File: src/rtl/dmem_arbiter.sv
// Round-robin arbiter for two 32-bit word requesters sharing one 8-bit data memory.
// Each word access becomes four big-endian byte beats; reads need one extra cycle to collect the last byte.
module dmem_arbiter #(
  parameter int ADDR_W = 5
) (
  input  logic              clk,
  input  logic              rst_n,
  input  logic [1:0]        req,
  input  logic [1:0]        we,
  input  logic [ADDR_W-1:0] addr0,
  input  logic [ADDR_W-1:0] addr1,
  input  logic [31:0]       wdata0,
  input  logic [31:0]       wdata1,
  output logic [1:0]        gnt,
  output logic [1:0]        done,
  output logic [31:0]       rdata,
  output logic              busy,
  output logic              mem_en,
  output logic              mem_we,
  output logic [ADDR_W-1:0] mem_addr,
  output logic [7:0]        mem_wdata,
  input  logic [7:0]        mem_rdata,
  output logic [1:0]        state_dbg
);

  typedef enum logic [1:0] {
    S_IDLE   = 2'd0,
    S_ACCESS = 2'd1,
    S_DRAIN  = 2'd2,
    S_RESP   = 2'd3
  } state_t;

  // Handshake: a port raises req and holds we/addr/wdata stable until gnt shows
  // it owns the bus; the fields are latched then, and done pulses for one cycle
  // when the word is finished. req is only looked at while the arbiter is idle.

  state_t              state_q, state_d;
  logic [1:0]          cnt_q, cnt_d;
  logic                last_q, last_d;
  logic [1:0]          gnt_q, gnt_d;
  logic [ADDR_W-1:0]   base_q, base_d;
  logic                we_q, we_d;
  logic [31:0]         wdata_q, wdata_d;
  logic [23:0]         shift_q, shift_d;
  logic [31:0]         rdata_q, rdata_d;
  logic                win;

  always_ff @(posedge clk or negedge rst_n) begin
    if (!rst_n) begin
      state_q <= S_IDLE;
      cnt_q   <= 2'd0;
      last_q  <= 1'b1;
      gnt_q   <= 2'b00;
      base_q  <= '0;
      we_q    <= 1'b0;
      wdata_q <= 32'd0;
      shift_q <= 24'd0;
      rdata_q <= 32'd0;
    end else begin
      state_q <= state_d;
      cnt_q   <= cnt_d;
      last_q  <= last_d;
      gnt_q   <= gnt_d;
      base_q  <= base_d;
      we_q    <= we_d;
      wdata_q <= wdata_d;
      shift_q <= shift_d;
      rdata_q <= rdata_d;
    end
  end

  always_comb begin
    state_d = state_q;
    cnt_d   = cnt_q;
    last_d  = last_q;
    gnt_d   = gnt_q;
    base_d  = base_q;
    we_d    = we_q;
    wdata_d = wdata_q;
    shift_d = shift_q;
    rdata_d = rdata_q;
    win     = 1'b0;

    case (state_q)
      S_IDLE: begin
        if (req != 2'b00) begin
          // On a tie the port that did not win last time goes first.
          win     = (req == 2'b11) ? ~last_q : req[1];
          last_d  = win;
          gnt_d   = win ? 2'b10 : 2'b01;
          base_d  = win ? addr1 : addr0;
          we_d    = win ? we[1] : we[0];
          wdata_d = win ? wdata1 : wdata0;
          cnt_d   = 2'd0;
          state_d = S_ACCESS;
        end
      end
      S_ACCESS: begin
        cnt_d = cnt_q + 2'd1;
        // mem_rdata now carries the byte addressed by the previous beat.
        if (!we_q) begin
          case (cnt_q)
            2'd1:    shift_d[23:16] = mem_rdata;
            2'd2:    shift_d[15:8]  = mem_rdata;
            2'd3:    shift_d[7:0]   = mem_rdata;
            default: ;
          endcase
        end
        if (cnt_q == 2'd3) begin
          state_d = we_q ? S_RESP : S_DRAIN;
        end
      end
      S_DRAIN: begin
        rdata_d = {shift_q, mem_rdata};
        state_d = S_RESP;
      end
      S_RESP: begin
        gnt_d   = 2'b00;
        state_d = S_IDLE;
      end
      default: begin
        state_d = S_IDLE;
        gnt_d   = 2'b00;
      end
    endcase
  end

  logic [7:0] beat_byte;

  always_comb begin
    beat_byte = 8'd0;
    case (cnt_q)
      2'd0: beat_byte = wdata_q[31:24];
      2'd1: beat_byte = wdata_q[23:16];
      2'd2: beat_byte = wdata_q[15:8];
      2'd3: beat_byte = wdata_q[7:0];
      default: ;
    endcase
  end

  // Memory-side outputs decode only registered state, never req.
  assign mem_en    = (state_q == S_ACCESS);
  assign mem_we    = mem_en & we_q;
  assign mem_addr  = mem_en ? (base_q + ADDR_W'(cnt_q)) : '0;
  assign mem_wdata = mem_en ? beat_byte : 8'd0;

  assign gnt       = gnt_q;
  assign done      = (state_q == S_RESP) ? gnt_q : 2'b00;
  assign rdata     = rdata_q;
  assign busy      = (state_q != S_IDLE);
  assign state_dbg = state_q;

endmodule
File: config.mk
export PLATFORM = sky130hd
export DESIGN_NAME = dmem_arbiter
export DESIGN_NICKNAME = d
export VERILOG_FILES = /design/src/rtl/dmem_arbiter.sv
export SDC_FILE = /design/constraint.sdc
export NUM_CORES = 1
export LEC_CHECK = 0
export CAP_MARGIN = 0
export CORE_ASPECT_RATIO = 2
export CORE_MARGIN = 2
export CORE_UTILIZATION = 51
export DETAILED_ROUTE_END_ITERATION = 8
export GPL_TIMING_DRIVEN = 0
export PLACE_DENSITY = 0.95
export REMOVE_ABC_BUFFERS = 1
export SETUP_SLACK_MARGIN = 0.05
export SYNTH_ARGS = -nofsm -noshare
export SYNTH_HDL_FRONTEND = slang
export SYNTH_SLANG_ARGS = --single-unit
File: constraint.sdc
create_clock -name clk -period 4.3 [get_ports clk]
set_input_delay 0.645 -clock clk [delete_from_list [all_inputs] [get_ports clk]]
set_output_delay 0.645 -clock clk [all_outputs]
set_load 0.005 [all_outputs]
==> summary.txt <==
stages on the worst setup path: 4
Static Leak: 2.72 nW
crit path time final: 3.25 ns
Post-Syn Instances: 392
final hold viol count: 0
gr usage total: 0.274
Pre-antenna DRT Iters: 4
Max Cap Viol: 0
Ant. Diodes: 0
synthesized cell area: 4660 um^2
Iteration-0 DRC Markers: 434
CP bufs+invs: 3
Cell Chain, Critical Path: inv_1, ha_1, inv_1, clkdlybuf4s50_1
Final setup viols: 0
PnR Total Power: 0.00464 W
# rows: 49
most common cell in the netlist: dfrtp_1
reg-to-reg endpoint: wdata_q[21]
Synth area leader: dfrtp_1
drt drc: 0
Worst Path Required: 3.65 ns
Synth Area in XOR/XNOR: 0.00188
Post-Synth Simple-Gate Area: 0.0862
H-tree Lvls: 3
Die X: 71.6 um
vias in the first global route: 4,078
Crit. End Element: primary output
Synth top cells by count: dfrtp_1 (100), mux2_2 (52), a21oi_1 (46), nand2_1 (25)
crit path from: state_dbg[0]
Num CTS Buffers: 9
reg2reg start: state_dbg[0]
fraction of layout instances using a drive strength above 1: 0.147
CTS tree: built
initial core utilization: 0.520
Power Dens Cells: 728 nW/um^2
# Post-CTS Setup Buffers: 0
post-route setup TNS: 0 ns
Yosys reg bits: 101
Synth Area per Inst: 11.9 um^2
register-to-register setup slack: 1.26 ns
worst-path fanout max: 31
Tightest Hold Check Type: input pin to async pin
GRT overflow: 0
DR vias/cell: 5.99
Final Slew Violations: 0
pin count of the biggest net entering global routing: 75
Crit path top cell by count: inv_1
IO Pins: 142
Total Nets Final: 618
Worst EP arrival: 2.61 ns
Max stage delay on crit path: 0.89 ns
worst slew pin tran: 1.08 ns
mux cell area share after synthesis: 0.138
Max clock buf depth: 2
global-route wire length before repair: 21,000 um
Max Clock Skew: 0.00834 ns
vias: 3,741
ys flop type: dfrtp_1
Synth Area in Adders: 0.0339
total wire length: 13,100 um
core outline area: 8950 um^2
CTS root buf: clkbuf_16
Die Y: 139 um
Post-synth ARST share: 1.00
top-area cell type share of the netlist area: 0.537
Worst path slowest cell: ha_1
final RePlAce weighted congestion: 0.824
Resized Gates After CTS: 0
Avg WL per Cell: 20.9 um
VDD IR max: 0.338 mV
CTS Hold Buffers Added: 0
relative slew slack: 0.278
post-route ant nets: 0
DIE AREA: 9960 um^2
critical path endpoint: busy
number of synthesized flops with an enable pin: 0
Ys Warns: 0
post-synth cell types: 37
Reg clk slew, reported paths: 0.07 ns
main area contributors after synthesis: dfrtp_1 (54%), mux2_2 (13%), a21oi_1 (4.9%)
Worst Setup Start Kind: register
Setup CP Type: register to primary output
CTS Sinks: 101
initial antenna violation count: 0
Final Cycle Share: 0.756
largest family of logic cells by synthesized area: compound AO/OA/AOI/OAI gates
Area growth, synth to finish: 36.9%
status: complete, no violations
RSZ-0062 raised after global routing: no
Top delay family on crit path: buffers and inverters
Clock Latency Late Sink: 0.34 ns
Compound-Gate Fraction of Synth Area: 0.153
IO Port Bufs: 141
hpwl dp: 9430 um
cells on worst reg2reg path: 6
Max Clk Rate: 307 MHz
sequential fraction of the synthesis area: 0.543
==> logic make-up after synthesis <==
group,Yosys count
muxes,57
and+or+nand+nor,81
buffers and inverters,38
xor gates and xnor gates,1
DFF,101
adders and majority gates,12
AOI/OAI and AO/OA,102
==> worst min path at each step <==
| stage | from | end | slack (ns) |
|---|---|---|---|
| 2_1_floorplan | rst_n | base_q[0] | 0.35 |
| 3_3_place_gp | shift_q[10] | rdata[18] | 0.47 |
| 3_5_place_dp | rdata[2] | rdata[2] | 0.48 |
| 4_1_cts | rst_n | rdata[3] | 0.22 |
| 5_1_grt | rst_n | rdata[3] | 0.24 |
| 6_report | rst_n | rdata[3] | 0.21 |
==> final cells by class <==
type	count	area, um^2
Sequential cell	101	2530
Fill cell	579	2570
Tap cell	102	128
Clock inverter	6	52.6
Multi-Input combinational cell	253	1930
Timing Repair Buffer	143	1460
Clock buffer	10	239
Inverter	10	37.5
==> stage by stage <==
step / instances / hold slack, ns / setup WS, ns / cell area, um^2 / util
finish: 625 / 0.213 / 1.05 / 6380 / 0.712
global route: 625 / 0.236 / 0.787 / 6380 / 0.712
CTS: 625 / 0.222 / 1.02 / 6370 / 0.712
detailed placement: 609 / 0.479 / 1.15 / 6080 / 0.679
global placement: 607 / 0.466 / -0.872 / 6030 / 0.674
floorplan: 364 / 0.349 / 1.94 / 4490 / -
==> flip-flops by register name (all words and copies together), names as in the netlist <==
register and count:
gnt 2, shift_q 24, base_q 5, cnt_q 2, rdata 32, last_q 1, wdata_q 32, state_dbg 2
we_q 1
==> power breakdown <==
part / internal [W] / switching, W
registers: 0.00145 / 0.000309
clock network: 0.000418 / 0.000371
logic: 0.00118 / 0.000915
==> worst reg2reg max path, stage by stage (launching register included) <==
cell     delay, ns
dfrtp_1       0.44
inv_1         0.16
ha_1          0.89
o21ai_4       0.18
buf_12        0.24
nor2_2        0.78
a221o_1       0.30
==> metal layers <==
metal	up-vias	GRT usage	routed length, um
li1	1676	-	-
met1	1857	0.320	4690
met4	0	0.120	370
met3	30	0.0487	801
met5	-	0	0
met2	178	0.479	7210
==> layout by cell type (no fill, tap or decap), types with 2 or more instances in the layout <==
cell type and count:
a222oi_1 8, a21boi_0 2, inv_1 10, mux2_1 5, o21ai_0 12, and3_1 22, nor2b_1 2, or3_1 2
inv_6 2, ha_1 10, and2_1 5, a2bb2oi_1 2, clkdlybuf4s50_1 140, a221o_1 22, nand2b_1 3, clkbuf_16 9
o21a_1 2, a21oi_1 46, nand2_1 25, nor2_1 19, clkinvlp_4 2, mux2_2 52, dfrtp_1 100
(Power assumes the default switching activity.)
